`src/rtl/spi_master_port.sv`:
```
// spi_master_port: single-channel SPI master, fixed mode 0 (CPOL=0, CPHA=0).
// Sends one character of 1..MAX_CHAR bits per transfer, MSB- or LSB-first.
// MISO is captured on rising sclk and MOSI is updated on falling sclk.
// The busy time is (2L+1)*(divider+1) clock cycles: one lead half-period
// followed by 2L shift half-periods.
// Optional feature macro: SPI_AUTO_SS_EN.
//   Defined   : ss_pad_o is driven low only while a transfer is in progress.
//   Undefined : ss_pad_o = ~ss_sel at all times (manual select). It is all
//               ones while reset is high.
module spi_master_port #(
  parameter int SS_NB    = 8,
  parameter int MAX_CHAR = 32,
  parameter int DIV_W    = 16
) (
  input  logic                        clock,
  input  logic                        reset,
  input  logic                        go,
  input  logic [MAX_CHAR-1:0]         tx_data,
  input  logic [$clog2(MAX_CHAR)-1:0] char_len,
  input  logic                        lsb_first,
  input  logic [DIV_W-1:0]            divider,
  input  logic [SS_NB-1:0]            ss_sel,
  output logic                        busy,
  output logic                        done,
  output logic [MAX_CHAR-1:0]         rx_data,
  output logic [SS_NB-1:0]            ss_pad_o,
  output logic                        sclk_pad_o,
  output logic                        mosi_pad_o,
  input  logic                        miso_pad_o
);

  // The length register is one bit wider than char_len so that it can hold MAX_CHAR.
  localparam int LEN_W = $clog2(MAX_CHAR) + 1;

  typedef enum logic [1:0] {
    ST_IDLE,
    ST_LEAD,
    ST_SHIFT,
    ST_DONE
  } state_t;

  state_t              state;
  logic [DIV_W-1:0]    div_q;
  logic [DIV_W-1:0]    div_cnt;
  logic [LEN_W-1:0]    len_q;
  logic [LEN_W-1:0]    bit_cnt;
  logic                lsb_q;
  logic [MAX_CHAR-1:0] tx_sr;
  logic [MAX_CHAR-1:0] rx_sr;

  logic [LEN_W-1:0]    len_in;
  logic [MAX_CHAR-1:0] tx_aligned;
  logic                first_bit;
  logic                tick;
  logic [MAX_CHAR-1:0] tx_next;
  logic [MAX_CHAR-1:0] rx_next;

  // Next-value helpers: length decode, alignment of the transmit word, shift steps.
  always_comb begin
    // NOTE: each signal gets a default first, so no path through the block can infer a latch.
    len_in     = '0;
    tx_aligned = '0;
    first_bit  = 1'b0;
    tick       = 1'b0;
    tx_next    = '0;
    rx_next    = '0;

    len_in = (char_len == '0) ? LEN_W'(MAX_CHAR) : {1'b0, char_len};
    // For MSB-first, bit L-1 is moved up to the top of the register so that
    // the shift direction and the bit taken do not depend on L.
    tx_aligned = lsb_first ? tx_data : (tx_data << (LEN_W'(MAX_CHAR) - len_in));
    first_bit  = lsb_first ? tx_aligned[0] : tx_aligned[MAX_CHAR-1];

    tick    = (div_cnt == div_q);
    tx_next = lsb_q ? (tx_sr >> 1) : (tx_sr << 1);
    // LSB-first puts each new bit at position L-1 and shifts right.
    // After L bits the first received bit is in bit 0 and the upper bits stay zero.
    rx_next = lsb_q ? ((rx_sr >> 1) |
                       ({{(MAX_CHAR-1){1'b0}}, miso_pad_o} << (len_q - LEN_W'(1))))
                    : {rx_sr[MAX_CHAR-2:0], miso_pad_o};
  end

  // Transfer FSM: all state, counters and pad outputs are registered here.
  always_ff @(posedge clock) begin
    if (reset) begin
      // NOTE: the reset is synchronous. All state is cleared, including the shift registers,
      // so an aborted transfer leaves no stale data behind.
      state      <= ST_IDLE;
      div_q      <= '0;
      div_cnt    <= '0;
      len_q      <= '0;
      bit_cnt    <= '0;
      lsb_q      <= 1'b0;
      tx_sr      <= '0;
      rx_sr      <= '0;
      busy       <= 1'b0;
      done       <= 1'b0;
      rx_data    <= '0;
      sclk_pad_o <= 1'b0;
      mosi_pad_o <= 1'b0;
`ifdef SPI_AUTO_SS_EN
      ss_pad_o   <= '1;
`endif
    end else begin
      // NOTE: non-blocking assignments, so every branch reads the values from before this edge.
      done <= 1'b0;
      case (state)
        ST_IDLE: begin
          if (go) begin
            state      <= ST_LEAD;
            busy       <= 1'b1;
            div_q      <= divider;
            div_cnt    <= '0;
            len_q      <= len_in;
            bit_cnt    <= '0;
            lsb_q      <= lsb_first;
            tx_sr      <= tx_aligned;
            rx_sr      <= '0;
            sclk_pad_o <= 1'b0;
            mosi_pad_o <= first_bit;
`ifdef SPI_AUTO_SS_EN
            ss_pad_o   <= ~ss_sel;
`endif
          end
        end

        ST_LEAD: begin
          if (tick) begin
            div_cnt <= '0;
            state   <= ST_SHIFT;
          end else begin
            div_cnt <= div_cnt + DIV_W'(1);
          end
        end

        ST_SHIFT: begin
          if (tick) begin
            div_cnt <= '0;
            if (!sclk_pad_o) begin
              sclk_pad_o <= 1'b1;
              rx_sr      <= rx_next;
              bit_cnt    <= bit_cnt + LEN_W'(1);
            end else begin
              sclk_pad_o <= 1'b0;
              if (bit_cnt == len_q) begin
                // This is the falling edge after the last bit. MOSI keeps its last value.
                state   <= ST_DONE;
                busy    <= 1'b0;
                done    <= 1'b1;
                rx_data <= rx_sr;
`ifdef SPI_AUTO_SS_EN
                ss_pad_o <= '1;
`endif
              end else begin
                tx_sr      <= tx_next;
                mosi_pad_o <= lsb_q ? tx_next[0] : tx_next[MAX_CHAR-1];
              end
            end
          end else begin
            div_cnt <= div_cnt + DIV_W'(1);
          end
        end

        ST_DONE: begin
          state <= ST_IDLE;
        end

        default: begin
          state <= ST_IDLE;
        end
      endcase
    end
  end

`ifndef SPI_AUTO_SS_EN
  // Manual select: the selects follow the request directly, and reset forces them inactive.
  assign ss_pad_o = reset ? {SS_NB{1'b1}} : ~ss_sel;
`endif

endmodule

```
`config.mk`:
```
export PLATFORM = sky130hd
export DESIGN_NAME = spi_master_port
export DESIGN_NICKNAME = d
export VERILOG_FILES = /design/src/rtl/spi_master_port.sv
export SDC_FILE = /design/constraint.sdc
export NUM_CORES = 1
export LEC_CHECK = 0
export BUFFER_PORTS_ARGS = -buffer_cell sky130_fd_sc_hd__buf_2
export CORE_ASPECT_RATIO = 0.6
export CORE_UTILIZATION = 45
export DETAILED_ROUTE_END_ITERATION = 10
export SLEW_MARGIN = 20
export SYNTH_ARGS = -nofsm -noshare
export SYNTH_HDL_FRONTEND = slang
export SYNTH_SLANG_ARGS = --single-unit
export TNS_END_PERCENT = 5
```
`constraint.sdc`:
```
create_clock -name clock -period 6.4 [get_ports clock]
set_input_delay 0.32 -clock clock [delete_from_list [all_inputs] [get_ports clock]]
set_output_delay 0.32 -clock clock [all_outputs]
set_load 0.02 [all_outputs]
```
==> metrics.yaml <==
power:
  cellLeakagePower_nw: 4.06
  clockPowerShare: 0.285
  swShare: 0.409
  seqPwrFrac: 0.321
  switchingPower_mw: 1.43
  ir_worst_vdd_uv: 206
  total_power_mw: 3.50
  combPwrFrac: 0.395
  p_per_area_mw_per_mm2: 329
  p_int_mw: 2.07
clock_tree:
  cts_root_buffer: "clkbuf_16"
  cts_hold_buffers: 0
  cts_tree: "yes"
  post-cts-setup-buffers: 0
  cts-resized-gates: 0
  clkTransAtPathRegs_ps: 60
  clk_latency_ps: 420
  cts.path.max_buffers: 2
  cts.sinks: 147
  cts_buffers: 17
  cts_max_level: 4
routing:
  drc: 0
  drtIter0Drc: 893
  wl_um: 28200
  wl_per_cell_um: 19.3
  ant_nets: 0
  first_pass_iters: 5
  viasPerCell: 6.07
  dr_total_vias: 8842
run:
  maxCapViolations: 0
finish:
  diodes: 0
  drive_gt1_frac: 0.204
  mostFrequentLayoutCells: "dfxtp_1 (146), nand2_1 (142), buf_2 (108), a21oi_1 (107), nor2_1 (100)"
  layout_commonest_cell: "dfxtp_1"
  finalNetCount: 1244
  syn2layout_area_growth_pct: 12.6
setup_path:
  crit_slowest_cell: "o41a_2"
  worst-endpoint-required_ps: 6680
  cp_cell_sequence: "inv_1, ha_2, buf_4, nor2b_1, nand2_1, o41a_2, nor2_1, a21oi_1, o22ai_1"
  r2r_cells: 9
  critPathKind: "register to register"
  cp_max_fo: 64
  cpLargestDelayFamily: "compound AO/OA/AOI/OAI gates"
  critPathLaunchType: "register"
  reg2reg_from: "state[0]$_SDFFE_PP0P_"
  rrSetupSlack_ps: 3020
  max_stage_delay_ps: 880
  reg2reg_to: "tx_sr[17]$_SDFFE_PP0P_"
  path_buf_inv: 2
  arrival_ps: 3660
  end_kind: "register"
logic_synthesis:
  synth_edf_count: 0
  synth.distinct_cells: 70
  ys.flop_type: "dfxtp_1"
  yosys_warnings: 0
  syn_nets: 1200
  async_flop_share: 0
  yosysSeqAreaShare: 0.311
  synth_cells: 1127
  syn_area_mm2: 0.00945
  synth.avg_cell_area_um2: 8.39
  synth_seq_cells: 147
timing:
  fin_crit_ps: 3380
  final.setup.tns_ps: 0
  fmax_mhz: 296
  hold_violations: 0
  fin_worst_skew_ps: 9.84
  drv_slew: 0
  relSlewSlack: 0.301
  max_slew.worst_pin.slew_ps: 1040
  rsz0062_at_grt: "no"
  period_share: 0.528
  finalSetupViolations: 0
grt:
  grt_max_degree: 95
  grt_first_pass_wirelength_um: 45300
  first_global_vias: 7911
  overflow: 0
  antenna_found_initial: 0
  grt_usage: 0.267
worst_hold_path:
  worstHoldStart: "divider[10]"
  min_to: "div_q[10]$_SDFFE_PP0P_"
  min_path_cells: 3
  hold_path.class: "primary input to register"
die:
  start_util: 0.466
  die-area_mm2: 0.0216
  ios: 110
  die_width_um: 189
  rows: 40
  fp.dieH_um: 114
  core_area_mm2: 0.0203
placement:
  hpwl_um: 20200
  finalWeightedCongestion: 1.03
  port_buffers: 109
run_status:
  status: "finished, final reports clean"
-- tightest hold or removal path: cells and delay by family --
family | cells | cell delay (ps)
buffers and inverters | 1 | 90
AOI/OAI and AO/OA | 1 | 50
and+or+nand+nor | 1 | 40
-- power by group through the flow --
stage	clock (mW)	sequential [mW]	combinational, mW
6_report	0.997	1.12	1.38
5_1_grt	1.06	1.14	1.52
4_1_cts	1.01	1.12	1.36
3_5_place_dp	0	1.14	1.35
3_3_place_gp	0	1.14	1.34
2_1_floorplan	0	1.10	1.05
-- stage by stage --
| stage | util | hold WS, ps | area (µm²) | setup WS (ps) | std cells |
|---|---|---|---|---|---|
| 5_1_grt | 0.525 | 113 | 10600 | 2780 | 1457 |
| 2_1_floorplan | - | 433 | 9450 | 2900 | 1127 |
| 6_report | 0.525 | 130 | 10600 | 3020 | 1457 |
| 4_1_cts | 0.525 | 116 | 10600 | 3050 | 1457 |
| 3_3_place_gp | 0.496 | 442 | 10100 | 2870 | 1425 |
| 3_5_place_dp | 0.496 | 448 | 10100 | 2840 | 1425 |
-- registers in the layout, summed over array words and instances (netlist names), 2 cells and up --
signal,cells
rx_data,32
rx_sr,32
tx_sr,32
div_cnt,16
div_q,16
bit_cnt,6
len_q,6
state,2
-- synthesized netlist by cell type, types with 17 or more instances --
| cell | n | share of area |
|---|---|---|
| nor2b_1 | 24 | 0.016 |
| mux2_2 | 21 | 0.025 |
| mux4_2 | 36 | 0.086 |
| dfxtp_1 | 147 | 0.31 |
| a21oi_1 | 107 | 0.057 |
| nand2_1 | 142 | 0.056 |
| xnor2_1 | 26 | 0.024 |
| o211ai_1 | 25 | 0.020 |
| inv_1 | 20 | 0.0079 |
| nand3_1 | 29 | 0.015 |
| mux2i_1 | 76 | 0.080 |
| buf_2 | 22 | 0.012 |
| nor2_1 | 100 | 0.040 |
| clkbuf_1 | 72 | 0.029 |
| a31oi_1 | 17 | 0.011 |
| o21ai_0 | 44 | 0.023 |
-- kinds of logic after synthesis --
logic type	synth area share
xor+xnor	0.0324
flops	0.311
fa+ha+maj	0.00926
compound gates	0.206
simple gates	0.196
buf+inv	0.0537
mux	0.191
-- layout make-up --
cell class                      count  area (µm²)
Fill cell                        1951        9620
Multi-Input combinational cell    859        6030
Sequential cell                   147        2950
Timing Repair Buffer              125         668
Clock buffer                       18         429
Tap cell                          273         342
Clock inverter                     14         155
Inverter                           21        78.8
-- worst max-delay path by stage --
stage / from / end / slack (ps) / cells after the start
final: state[0]$_SDFFE_PP0P_ / tx_sr[17]$_SDFFE_PP0P_ / 3020 / 9
after global routing: state[0]$_SDFFE_PP0P_ / tx_sr[18]$_SDFFE_PP0P_ / 2780 / 9
after CTS: state[0]$_SDFFE_PP0P_ / tx_sr[17]$_SDFFE_PP0P_ / 3050 / 9
after detailed placement: char_len[0] / tx_sr[11]$_SDFFE_PP0P_ / 2840 / 11
after global placement: char_len[0] / tx_sr[11]$_SDFFE_PP0P_ / 2870 / 11
after floorplan: char_len[0] / tx_sr[29]$_SDFFE_PP0P_ / 2900 / 12
-- per-layer routing --
| layer | global-route usage | wire length (µm) |
|---|---|---|
| met4 | 0.0565 | 242 |
| met5 | 0 | 0 |
| met3 | 0.0892 | 2820 |
| met2 | 0.333 | 10600 |
| met1 | 0.424 | 14600 |
(Power assumes the default switching activity.)
